**src/rtl/mux_4_1_rr_sequencer_pkg.sv**
```systemverilog
// mux_seq_pkg: shared types and helpers for mux_4_1_rr_sequencer.
//   state_t  : arbiter FSM state (IDLE / GRANT)
//   N_REQ    : number of requesters (fixed at 4)
//   rr_pick  : round-robin winner search starting at ptr
package mux_seq_pkg;

  typedef enum logic {
    IDLE  = 1'b0,
    GRANT = 1'b1
  } state_t;

  localparam int N_REQ = 4;

  // Return the first requester with valid set, scanning ptr, ptr+1, ...
  // modulo 4. When nothing is valid the result is ptr; callers only use
  // it when at least one valid bit is set.
  function automatic logic [1:0] rr_pick(input logic [3:0] valid,
                                         input logic [1:0] ptr);
    logic [1:0] idx;
    logic [1:0] win;
    logic       found;
    win   = ptr;
    found = 1'b0;
    for (int k = 0; k < N_REQ; k++) begin
      idx = ptr + 2'(k);
      if (!found && valid[idx]) begin
        win   = idx;
        found = 1'b1;
      end
    end
    return win;
  endfunction

endpackage

```
**src/rtl/mux_4_1_rr_sequencer_if.sv**
```systemverilog
// mux_4_1_rr_sequencer_if: requester and output bus of the sequencer.
//   req_valid/req_last/req_data_0..3 : four requester streams (bit i = requester i)
//   req_ready                        : per-requester ready, at most one bit high
//   out_valid/out_data/out_last/out_src/out_ready : registered output stream
// Handshake rule for every stream here: a beat moves on a rising clock edge
// exactly when valid and ready are both high in the cycle before that edge.
// Ready may depend combinationally on state and on out_ready, never on the
// requester's own valid.
// Modports: master = requesters + downstream consumer, slave = the sequencer.
interface mux_4_1_rr_sequencer_if #(
  parameter int WIDTH = 4
);
  logic [3:0]       req_valid;
  logic [3:0]       req_last;
  logic [WIDTH-1:0] req_data_0;
  logic [WIDTH-1:0] req_data_1;
  logic [WIDTH-1:0] req_data_2;
  logic [WIDTH-1:0] req_data_3;
  logic [3:0]       req_ready;
  logic             out_valid;
  logic [WIDTH-1:0] out_data;
  logic             out_last;
  logic [1:0]       out_src;
  logic             out_ready;

  modport master (
    output req_valid, req_last, req_data_0, req_data_1, req_data_2, req_data_3,
    output out_ready,
    input  req_ready, out_valid, out_data, out_last, out_src
  );

  modport slave (
    input  req_valid, req_last, req_data_0, req_data_1, req_data_2, req_data_3,
    input  out_ready,
    output req_ready, out_valid, out_data, out_last, out_src
  );
endinterface

```
**src/rtl/mux_4_1_rr_sequencer_gates.sv**
```systemverilog
// mux_4_1_gates_w: gate-level 4:1 mux built from AND/OR/NOT only.
//   d0..d3 : data lanes (WIDTH bits)
//   sel    : lane select
//   y      : selected lane
// Each lane is masked by its one-hot decoded select replicated across the
// lane width, then the masked lanes are ORed together.
module mux_4_1_gates_w #(
  parameter int WIDTH = 4
) (
  input  logic [WIDTH-1:0] d0,
  input  logic [WIDTH-1:0] d1,
  input  logic [WIDTH-1:0] d2,
  input  logic [WIDTH-1:0] d3,
  input  logic [1:0]       sel,
  output logic [WIDTH-1:0] y
);
  logic [3:0] dec;

  assign dec[0] = ~sel[1] & ~sel[0];
  assign dec[1] = ~sel[1] &  sel[0];
  assign dec[2] =  sel[1] & ~sel[0];
  assign dec[3] =  sel[1] &  sel[0];

  assign y = (d0 & {WIDTH{dec[0]}}) |
             (d1 & {WIDTH{dec[1]}}) |
             (d2 & {WIDTH{dec[2]}}) |
             (d3 & {WIDTH{dec[3]}});
endmodule

```
**src/rtl/mux_4_1_rr_sequencer.sv**
```systemverilog
// mux_4_1_rr_sequencer: round-robin, packet-locked sharing of one 4:1 mux
// between four valid/ready requesters, followed by one registered output stage.
//   clk, rst_n : clock, asynchronous active-low reset
//   bus        : requester streams and registered output stream (slave side)
//   sel        : current mux select (granted requester)
//   busy       : high while in GRANT
//   dbg_state  : FSM state
//   dbg_ptr    : round-robin start pointer for the next arbitration
// A grant is taken in IDLE and held until the beat flagged last transfers;
// then one IDLE cycle follows before the next arbitration. The requester just
// served gets the lowest priority next time.
module mux_4_1_rr_sequencer
  import mux_seq_pkg::*;
#(
  parameter int WIDTH = 4
) (
  input  logic                         clk,
  input  logic                         rst_n,
  mux_4_1_rr_sequencer_if.slave        bus,
  output logic [1:0]                   sel,
  output logic                         busy,
  output state_t                       dbg_state,
  output logic [1:0]                   dbg_ptr
);

  state_t           state_q, state_d;
  logic [1:0]       ptr_q, ptr_d;
  logic [1:0]       sel_q, sel_d;

  logic             can_load;
  logic             xfer;
  logic             mux_last;
  logic [WIDTH-1:0] mux_data;

  logic             out_valid_q;
  logic [WIDTH-1:0] out_data_q;
  logic             out_last_q;
  logic [1:0]       out_src_q;

  // The output register may accept a new beat when empty or draining now.
  assign can_load = ~out_valid_q | bus.out_ready;
  assign xfer     = (state_q == GRANT) & bus.req_valid[sel_q] & can_load;
  assign mux_last = bus.req_last[sel_q];

  mux_4_1_gates_w #(.WIDTH(WIDTH)) u_mux (
    .d0  (bus.req_data_0),
    .d1  (bus.req_data_1),
    .d2  (bus.req_data_2),
    .d3  (bus.req_data_3),
    .sel (sel_q),
    .y   (mux_data)
  );

  assign bus.req_ready = ((state_q == GRANT) && can_load) ? (4'b0001 << sel_q) : 4'b0000;

  // FSM state register
  always_ff @(posedge clk or negedge rst_n) begin
    if (!rst_n) begin
      state_q <= IDLE;
      ptr_q   <= 2'd0;
      sel_q   <= 2'd0;
    end else begin
      state_q <= state_d;
      ptr_q   <= ptr_d;
      sel_q   <= sel_d;
    end
  end

  // FSM next state: sel only moves on IDLE->GRANT, ptr only on packet end.
  always_comb begin
    state_d = state_q;
    ptr_d   = ptr_q;
    sel_d   = sel_q;
    unique case (state_q)
      IDLE: begin
        if (|bus.req_valid) begin
          sel_d   = rr_pick(bus.req_valid, ptr_q);
          state_d = GRANT;
        end
      end
      GRANT: begin
        if (xfer && mux_last) begin
          state_d = IDLE;
          ptr_d   = sel_q + 2'd1;
        end
      end
      default: state_d = IDLE;
    endcase
  end

  // Output register: a load and a drain in the same cycle replace the beat,
  // keeping out_valid high for full throughput.
  always_ff @(posedge clk or negedge rst_n) begin
    if (!rst_n) begin
      out_valid_q <= 1'b0;
      out_data_q  <= '0;
      out_last_q  <= 1'b0;
      out_src_q   <= 2'd0;
    end else if (xfer) begin
      out_valid_q <= 1'b1;
      out_data_q  <= mux_data;
      out_last_q  <= mux_last;
      out_src_q   <= sel_q;
    end else if (bus.out_ready) begin
      out_valid_q <= 1'b0;
    end
  end

  assign bus.out_valid = out_valid_q;
  assign bus.out_data  = out_data_q;
  assign bus.out_last  = out_last_q;
  assign bus.out_src   = out_src_q;

  assign sel       = sel_q;
  assign busy      = (state_q == GRANT);
  assign dbg_state = state_q;
  assign dbg_ptr   = ptr_q;

endmodule
```
**src/flat_wrapper.sv**
```systemverilog
// flat-port wrapper written by rule: the top's interface ports become plain ports
module mux_4_1_rr_sequencer_flat import mux_seq_pkg::*;
#(
  parameter int WIDTH = 4
)
  (clk, rst_n, sel, busy, dbg_state, dbg_ptr, bus_req_valid, bus_req_last, bus_req_data_0, bus_req_data_1, bus_req_data_2, bus_req_data_3, bus_out_ready, bus_req_ready, bus_out_valid, bus_out_data, bus_out_last, bus_out_src);
  mux_4_1_rr_sequencer_if #(.WIDTH(WIDTH)) bus_i ();
  input  logic clk;
  input  logic rst_n;
  output logic [1:0] sel;
  output logic busy;
  output state_t dbg_state;
  output logic [1:0] dbg_ptr;
  input wire logic [$bits(bus_i.req_valid)-1:0] bus_req_valid;
  input wire logic [$bits(bus_i.req_last)-1:0] bus_req_last;
  input wire logic [$bits(bus_i.req_data_0)-1:0] bus_req_data_0;
  input wire logic [$bits(bus_i.req_data_1)-1:0] bus_req_data_1;
  input wire logic [$bits(bus_i.req_data_2)-1:0] bus_req_data_2;
  input wire logic [$bits(bus_i.req_data_3)-1:0] bus_req_data_3;
  input wire logic [$bits(bus_i.out_ready)-1:0] bus_out_ready;
  output wire logic [$bits(bus_i.req_ready)-1:0] bus_req_ready;
  output wire logic [$bits(bus_i.out_valid)-1:0] bus_out_valid;
  output wire logic [$bits(bus_i.out_data)-1:0] bus_out_data;
  output wire logic [$bits(bus_i.out_last)-1:0] bus_out_last;
  output wire logic [$bits(bus_i.out_src)-1:0] bus_out_src;
  assign bus_i.req_valid = bus_req_valid;
  assign bus_i.req_last = bus_req_last;
  assign bus_i.req_data_0 = bus_req_data_0;
  assign bus_i.req_data_1 = bus_req_data_1;
  assign bus_i.req_data_2 = bus_req_data_2;
  assign bus_i.req_data_3 = bus_req_data_3;
  assign bus_i.out_ready = bus_out_ready;
  assign bus_req_ready = bus_i.req_ready;
  assign bus_out_valid = bus_i.out_valid;
  assign bus_out_data = bus_i.out_data;
  assign bus_out_last = bus_i.out_last;
  assign bus_out_src = bus_i.out_src;
  mux_4_1_rr_sequencer #(.WIDTH(WIDTH)) u_core (.clk(clk), .rst_n(rst_n), .bus(bus_i), .sel(sel), .busy(busy), .dbg_state(dbg_state), .dbg_ptr(dbg_ptr));
endmodule
```
**config.mk**
```make
export PLATFORM = sky130hd
export DESIGN_NAME = mux_4_1_rr_sequencer_flat
export DESIGN_NICKNAME = d
export VERILOG_FILES = /design/src/rtl/mux_4_1_rr_sequencer_pkg.sv /design/src/rtl/mux_4_1_rr_sequencer_if.sv /design/src/rtl/mux_4_1_rr_sequencer_gates.sv /design/src/rtl/mux_4_1_rr_sequencer.sv /design/src/flat_wrapper.sv
export SDC_FILE = /design/constraint.sdc
export NUM_CORES = 1
export LEC_CHECK = 0
export CAP_MARGIN = 5
export CORE_ASPECT_RATIO = 0.8
export CORE_MARGIN = 4
export CORE_UTILIZATION = 30
export DETAILED_ROUTE_END_ITERATION = 10
export GPL_ROUTABILITY_DRIVEN = 0
export PLACE_DENSITY = 0.75
export SETUP_SLACK_MARGIN = 0.05
export SYNTH_ARGS = -nofsm -noshare
export SYNTH_HDL_FRONTEND = slang
export SYNTH_SLANG_ARGS = --single-unit
```
**constraint.sdc**
```tcl
create_clock -name clk -period 3.2 [get_ports clk]
set_clock_uncertainty 0.05 [all_clocks]
set_input_delay 0.64 -clock clk [delete_from_list [all_inputs] [get_ports clk]]
set_output_delay 0.64 -clock clk [all_outputs]
set_load 0.005 [all_outputs]
```
==> flow_summary.toml, run 1 <==
[run_status]
outcome = "finished, final reports clean"

[clocking]
cts_resized = 0
clock_path_buffers = 2
clock-sinks = 13
cts_root_buf = "clkbuf_4"
clk_pin_slew_ns = 0.08
clk_latency_ns = 0.26
cts-htree-levels = 1
cts_hold_buffers = 0
cts_tree = "yes"
cts_setup_buffers = 0
cts_buffers = 3

[finish]
area_growth_pct = 58.1
multi_input_area_um2 = 487
drive_gt1_frac = 0.130
nFillCells = 244
regArea_um2 = 325
finalNetCount = 155
diodes = 0

[worst_setup_path]
r2r_slack_ns = 1.40
slowest_stage = "clkdlybuf4s50_1"
r2r_cells = 3
path_depth = 4
arrival_ns = 2.07
crit_buf_inv = 2
path_class = "input pin to output pin"
reg2reg_from = "u_core.sel[0]"
critical_path.cell_chain = "clkdlybuf4s50_1 > nand2b_1 > and3_1 > clkdlybuf4s50_1"
cp_max_fo = 9
critPathRequiredTime_ns = 2.51
crit_top_cell = "clkdlybuf4s50_1"
start_kind = "input pin"
max_stage_delay_ns = 0.50
endpoint_kind = "output pin"
timing.rr.end = "u_core.bus.out_data[0]"
cpLargestDelayFamily = "buffers and inverters"

[routing]
drtIter0Drc = 22
wl_per_cell_um = 15.1
antenna_left = 0
route.vias.total = 815
post_drt_via_cell_ratio = 5.13
routed_wl_um = 2400
first_pass_iters = 4
drcViolationCount = 0

[grt]
grt.total_usage = 0.129
antenna_found_initial = 0
grt_pass1_wl_um = 3720
overflow = 0
grt_max_degree = 16
grt_pass1_vias = 754

[placed_design]
hpwlAfterDp_um = 1990
port_buffers = 44

[run]
cap_violations = 0

[floorplan]
num_rows = 16
num_io_pins = 45
initial_utilization = 0.330
die_w_um = 67.3
die_h_um = 55.5
core_um2 = 2560
dieArea_um2 = 3730

[sta]
clock.fmax_mhz = 362
slew_headroom = 0.588
fin_crit_sh = 0.863
worst_pin_slew_ns = 0.612
drv_slew = 0
finalSetupTns_ns = 0
setup_viol_count_final = 0
period_needed_ns = 2.76
rsz0062_at_grt = "false"
finalHoldWorstSlack_ns = 0.444
hold_viol_final = 0

[yosys]
avgSynthCellArea_um2 = 10.7
synth-seq-cells = 13
synth_warnings = 0
synth_seq_area_share = 0.385
ys.flop_type = "dfrtp_1"
synth_cells = 79
synth_edf_count = 0
synthDistinctLibCells = 32
synthArstFlopShare = 1.00
synthesis.area_um2 = 845
synthesis.nets = 110

[hold_path]
min_path_cells = 1
worstHoldStart = "u_core.bus.out_last"
min-delay-path-class = "flop to flop"
min_to = "u_core.bus.out_last"

[power_and_ir_drop]
vdd_drop_max_uv = 222
power_density_nw_per_um2 = 799
power_leakage_nw = 0.564
-- worst max path at each step --
| stage | from | end | slack, ns |
|---|---|---|---|
| 2_1_floorplan | bus_out_ready | bus_req_ready[0] | 1.42 |
| 3_3_place_gp | bus_out_ready | bus_req_ready[1] | 0.47 |
| 3_5_place_dp | bus_out_ready | bus_req_ready[2] | 0.44 |
| 4_1_cts | bus_out_ready | bus_req_ready[2] | 0.43 |
| 5_1_grt | bus_out_ready | bus_req_ready[0] | 0.37 |
| 6_report | bus_out_ready | bus_req_ready[2] | 0.44 |
-- registers in the layout, indices dropped and copies added, names as in the netlist --
register and count:
u_core.bus.out_data 4, u_core.bus.out_src 2, u_core.dbg_ptr 2, u_core.sel 2
u_core.bus.out_last 1, u_core.bus.out_valid 1, u_core.busy 1
-- layout by cell type (no fill, tap or decap), types with 2 or more instances in the layout --
cell type,Yosys,layout
dfrtp_1,13,13
nand2_1,6,6
nand2b_1,2,2
clkdlybuf4s50_1,0,44
inv_1,3,3
ha_1,4,4
and3_1,4,4
nor2b_1,2,2
clkbuf_4,0,3
nor2_1,3,3
o21ai_0,3,3
a22oi_1,8,8
mux2_2,9,9
-- where the power goes --
part           leakage (nW)  internal (W)  switching (W)  total (W)
logic                 0.393      0.000397       0.000225   0.000622
registers             0.156      0.000246       0.000100   0.000346
clock network        0.0150     0.0000481      0.0000496  0.0000977
total                 0.564      0.000691       0.000375    0.00107
-- Yosys cell counts, drive strengths merged (2+ instances only) --
cell | count | area (µm²)
and3 | 4 | 25.0
nor2 | 3 | 11.3
dfrtp | 13 | 325
nor2b | 2 | 12.5
ha | 4 | 50.1
mux4 | 2 | 48.8
nand2 | 6 | 22.5
mux2 | 9 | 101
a22oi | 8 | 60.1
buf | 3 | 17.5
nand3 | 2 | 15.0
inv | 3 | 11.3
nand2b | 2 | 12.5
o21ai | 3 | 15.0
-- cell type report --
class,instances,area share
Tap cell,36,0.0337
Multi-Input combinational cell,59,0.365
Inverter,3,0.00843
Clock buffer,4,0.0197
Sequential cell,13,0.244
Timing Repair Buffer,44,0.330
-- routing by layer --
metal / part of all wire / global-route usage / up-vias
met2: 0.47 / 0.207 / 31
li1: - / - / 393
met4: 0.0050 / 0.0347 / 0
met3: 0.095 / 0.0426 / 2
met5: 0 / 0 / -
met1: 0.43 / 0.164 / 389
-- kinds of logic after synthesis --
| logic type | after synthesis | share of synthesized area |
|---|---|---|
| flops | 13 | 0.385 |
| fa+ha+maj | 4 | 0.0593 |
| compound gates | 22 | 0.191 |
| mux | 11 | 0.178 |
| buf+inv | 7 | 0.0385 |
| simple gates | 22 | 0.148 |
-- metrics by stage --
stage | utilization | worst slack (ns) | power, W | instances | area [µm²]
2_1_floorplan | - | 1.42 | 0.000666 | 79 | 845
3_3_place_gp | 0.511 | 0.470 | 0.000960 | 155 | 1310
3_5_place_dp | 0.511 | 0.440 | 0.000979 | 155 | 1310
4_1_cts | 0.521 | 0.429 | 0.00108 | 159 | 1340
5_1_grt | 0.521 | 0.366 | 0.00116 | 159 | 1340
6_report | 0.521 | 0.438 | 0.00107 | 159 | 1340
No activity file was read; power rests on OpenSTA's default activity.
==> inputs of run 2 (changes only) <==
--- a/config.mk
+++ b/config.mk
@@ -10,8 +10,9 @@
 export CORE_MARGIN = 4
 export CORE_UTILIZATION = 30
 export DETAILED_ROUTE_END_ITERATION = 10
+export DONT_BUFFER_PORTS = 1
 export GPL_ROUTABILITY_DRIVEN = 0
-export PLACE_DENSITY = 0.75
+export PLACE_DENSITY = 0.55
 export SETUP_SLACK_MARGIN = 0.05
 export SYNTH_ARGS = -nofsm -noshare
 export SYNTH_HDL_FRONTEND = slang
==> run 2 against run 1 <==
  * Critical path depth fell by 1
  * Wire length fell by 15%
  * Core utilization fell by 17 points
  * Largest power group is now sequential cells
  * Cell area fell by 32%
  * Non-clock buffer count fell by 43
  * Sequential share of layout area rose by 12 points
  * Via count fell by 18%
  * Highest routed layer unchanged
  * Clock-buffer cell count did not move
  * Flip-flop and latch count did not move
  * Total power fell by 21%
  * Fmax rose by 30%
==> flow_summary.toml, run 2 (synthesis results as in run 1) <==
[routing]
first_pass_iters = 4
route.vias.total = 668
drtIter0Drc = 43
antenna_left = 0
post_drt_via_cell_ratio = 5.76
wl_per_cell_um = 17.5
drcViolationCount = 0
routed_wl_um = 2030

[floorplan]
die_w_um = 67.3
num_io_pins = 45
initial_utilization = 0.330
dieArea_um2 = 3730
die_h_um = 55.5
num_rows = 16
core_um2 = 2560

[finish]
layout_commonest_cell = "dfrtp_1"
diodes = 0
drive_gt1_frac = 0.200
nFillCells = 267
finalNetCount = 112
final_cell_mix = "13 x dfrtp_1, 9 x mux2_2, 8 x a22oi_1, 6 x nand2_1"
stdcell_count = 116
largest_reg_flops = 4
area_growth_pct = 7.11

[clocking]
clock_path_buffers = 2
clock-sinks = 13
clk_latency_ns = 0.27
cts_tree = "yes"
cts_buffers = 3
cts_resized = 0
cts_root_buf = "clkbuf_4"
cts_setup_buffers = 0
cts-htree-levels = 1
cts_hold_buffers = 1
clk_pin_slew_ns = 0.08

[power_and_ir_drop]
power_density_nw_per_um2 = 932
power_leakage_nw = 0.398
vdd_drop_max_uv = 331

[sta]
clock.fmax_mhz = 469
period_needed_ns = 2.13
slew_headroom = 0.606
rsz0062_at_grt = "false"
setup_viol_count_final = 0
finalSetupTns_ns = 0
worst_pin_slew_ns = 0.589
drv_slew = 0
fin_crit_sh = 0.666
hold_viol_final = 0

[worst_setup_path]
critPathRequiredTime_ns = 2.51
endpoint_kind = "output pin"
start_kind = "flop"
cp_max_fo = 10
arrival_ns = 1.44
path_class = "flop to output pin"

[grt]
grt.total_usage = 0.116
antenna_found_initial = 0
grt_pass1_vias = 649
grt_pass1_wl_um = 3330
overflow = 0
grt_max_degree = 16

[placed_design]
placedCellCount = 111
port_buffers = 0
hpwlAfterDp_um = 1610

[run_status]
outcome = "finished, final reports clean"

[run]
cap_violations = 0

[hold_path]
min-delay-path-class = "flop to flop"
run 2: cell types whose count changed in the layout (fill, tap and decap cells not counted), sizes merged:
cell           delta
clkdlybuf4s50    -44
dlygate4sd3       +1
run 2: area by class of cell:
type | instances | area, µm² | area share
Multi-Input combinational cell | 59 | 487 | 0.538
Sequential cell | 13 | 325 | 0.360
Tap cell | 36 | 45.0 | 0.0498
Clock buffer | 4 | 26.3 | 0.0290
Inverter | 3 | 11.3 | 0.0124
Timing Repair Buffer | 1 | 10.0 | 0.0111
run 2: worst paths after layout:
kind,start,to,slack [ns],depth (start not counted)
max,u_core.sel[1],bus_req_ready[0],1.07,3
min,u_core.bus.out_last,u_core.bus.out_last,0.48,1
max reg2reg,u_core.sel[0],u_core.bus.out_src[1],1.40,3
min reg2reg,u_core.bus.out_last,u_core.bus.out_last,0.48,1
max in group asynchronous,rst_n,u_core.bus.out_data[1],1.96,1
min in group asynchronous,rst_n,u_core.bus.out_src[0],0.75,1
run 2: where the power goes:
group	total [W]	internal (W)	switching [W]
Sequential	0.000372	0.000246	0.000126
Combinational	0.000372	0.000203	0.000169
Clock	0.0000991	0.0000483	0.0000509
run 2: routing by layer:
metal / wire [µm] / global-route usage
met5: 0 / 0
met4: 8 / 0.0260
met3: 173 / 0.0649
met2: 1060 / 0.182
met1: 788 / 0.138
run 2: worst max-delay path: stages (launching register included):
cell and delay (ns):
dfrtp_1 0.59, inv_1 0.12, ha_1 0.27, and3_1 0.19
run 2: per-stage QoR:
step / setup WS, ns / util / power (W) / hold WS [ns] / cell area, µm²
3_5_place_dp: 1.33 / 0.339 / 0.000747 / 0.295 / 868
4_1_cts: 1.06 / 0.353 / 0.000854 / 0.492 / 905
5_1_grt: 0.950 / 0.353 / 0.000924 / 0.519 / 905
2_1_floorplan: 1.42 / - / 0.000666 / 0.294 / 845
6_report: 1.07 / 0.353 / 0.000843 / 0.477 / 905
3_3_place_gp: 1.35 / 0.339 / 0.000733 / 0.295 / 868
==> inputs of run 3 (changes only) <==
--- a/config.mk
+++ b/config.mk
@@ -12,7 +12,7 @@
 export DETAILED_ROUTE_END_ITERATION = 10
 export DONT_BUFFER_PORTS = 1
 export GPL_ROUTABILITY_DRIVEN = 0
-export PLACE_DENSITY = 0.55
+export PLACE_DENSITY = 0.56
 export SETUP_SLACK_MARGIN = 0.05
 export SYNTH_ARGS = -nofsm -noshare
 export SYNTH_HDL_FRONTEND = slang
==> constraint.sdc (replaced) <==
create_clock -name clk -period 1.7 [get_ports clk]
set_clock_uncertainty 0.05 [all_clocks]
set_input_delay 0.34 -clock clk [delete_from_list [all_inputs] [get_ports clk]]
set_output_delay 0.34 -clock clk [all_outputs]
set_load 0.005 [all_outputs]
==> run 3 against run 2 <==
  * Cell area grew 20%
  * Worst setup slack lost 1.1 ns
  * Non-clock buffer count grew 9
  * Sequential power grew 78%
  * Die area is the same
  * Register-to-register slack lost 1.4 ns
  * Core utilization grew 7.0 points
  * Via count grew 1.9%
  * Largest cell class unchanged
==> flow_summary.toml, run 3 (synthesis results as in run 1) <==
[floorplan]
core_um2 = 2560
die_w_um = 67.3
initial_utilization = 0.330
num_rows = 16
die_h_um = 55.5
dieArea_um2 = 3730
num_io_pins = 45

[worst_setup_path]
cp_max_fo = 4
reg2reg_from = "u_core.sel[0]"
critPathRequiredTime_ns = 1.81
path_class = "flop to flop"
startpoint = "u_core.sel[0]"
start_kind = "flop"
arrival_ns = 1.80
r2r_slack_ns = 0.02
endpoint_kind = "flop"

[sta]
finalHoldWorstSlack_ns = 0.256
period_needed_ns = 1.68
clock.fmax_mhz = 594
drv_slew = 0
hold_viol_final = 0
slew_headroom = 0.614
finalSetupTns_ns = 0
setup_viol_count_final = 0
rsz0062_at_grt = "true"
worst_pin_slew_ns = 0.577
fin_crit_sh = 0.991
worst_slack_ns = 0.0155

[clocking]
cts_tree = "yes"
clk_pin_slew_ns = 0.08
clk_latency_ns = 0.27
cts_buffers = 3
cts-htree-levels = 1
cts_root_buf = "clkbuf_4"
clock_path_buffers = 2
clock-sinks = 13

[grt]
antenna_found_initial = 0
overflow = 0
grt_pass1_wl_um = 3760
grt.total_usage = 0.134
grt_max_degree = 14
grt_pass1_vias = 703

[finish]
nFillCells = 243
diodes = 0
final_cell_mix = "11 x dfrtp_1, 8 x a22oi_1, 8 x buf_4, 6 x nand2_1, 5 x mux2_4"
drive_gt1_frac = 0.404
finalNetCount = 121
largest_reg_flops = 4
regArea_um2 = 328
multi_input_area_um2 = 584
area_growth_pct = 28.3
layout_commonest_cell = "dfrtp_1"

[hold_path]
min-delay-path-class = "input pin to flop"
worstHoldStart = "bus_req_valid[0]"

[power_and_ir_drop]
clock_power_share = 0.096
power_switching_w = 0.000808
p_comb_frac = 0.576
internal_power_w = 0.00121
power_density_nw_per_um2 = 1860
sw_frac_of_total = 0.401
power_leakage_nw = 0.458
seq_power_share = 0.328
vdd_drop_max_uv = 886

[run]
cap_violations = 0

[placed_design]
hpwlAfterDp_um = 1720
pre_cts_slack_ns = 0.0322
port_buffers = 0

[routing]
route.vias.total = 681
post_drt_via_cell_ratio = 5.45
wl_per_cell_um = 18.4
drcViolationCount = 0
drtIter0Drc = 29
routed_wl_um = 2300
antenna_left = 0
first_pass_iters = 4

[run_status]
outcome = "finished, final reports clean"
==> run 3: area by class of cell <==
| type | instances | share of cell area |
|---|---|---|
| multi-input combinational | 59 | 0.539 |
| sequential | 13 | 0.303 |
| timing repair buffer | 10 | 0.0751 |
| tap | 36 | 0.0416 |
| clock buffer | 4 | 0.0242 |
| inverter | 3 | 0.0173 |
==> run 3: worst paths after layout <==
check	endpoint	cells past startpoint
worst max-delay path	u_core.dbg_ptr[0]	3
worst min register to register	u_core.bus.out_last	1
min in group asynchronous	u_core.bus.out_data[3]	1
worst min-delay path	u_core.sel[0]	2
max in group asynchronous	u_core.sel[0]	1
worst max register to register	u_core.dbg_ptr[0]	3
==> run 3: timing repair <==
action                                  CTS  global route
pin swaps                                 2             0
buffers inserted                          3             2
endpoints found under the hold margin    13             0
hold buffers                              1             0
endpoints found under the setup margin   11            11
resized for setup                        19             6
==> run 3: power groups by stage <==
stage | Combinational (W) | Sequential, W | Clock [W]
6_report | 0.00116 | 0.000661 | 0.000194
5_1_grt | 0.00126 | 0.000693 | 0.000221
4_1_cts | 0.00107 | 0.000655 | 0.000200
3_5_place_dp | 0.000813 | 0.000669 | 0
3_3_place_gp | 0.000789 | 0.000656 | 0
2_1_floorplan | 0.000647 | 0.000609 | 0
==> run 3: metrics by stage <==
step,std cells,power [W],instance area [µm²],util
final,125,0.00202,1080,0.423
after global routing,125,0.00218,1080,0.423
after CTS,123,0.00193,1030,0.404
after detailed placement,115,0.00148,900,0.351
after global placement,115,0.00145,900,0.351
after floorplan,79,0.00126,846,-
==> run 3: critical path, stage by stage, from the launching register on <==
cell and delay (ns):
dfrtp_2 0.42, mux4_1 0.61, nand4_4 0.15, mux2_2 0.34
==> run 3: per-layer routing <==
| metal | wire (µm) | share of wire | GRT usage | vias up |
|---|---|---|---|---|
| met5 | 0 | 0 | 0 | - |
| met4 | 10 | 0.0044 | 0.0231 | 0 |
| met3 | 151 | 0.066 | 0.0588 | 2 |
| met2 | 1230 | 0.54 | 0.230 | 24 |
| met1 | 905 | 0.39 | 0.154 | 335 |
| li1 | - | - | - | 320 |
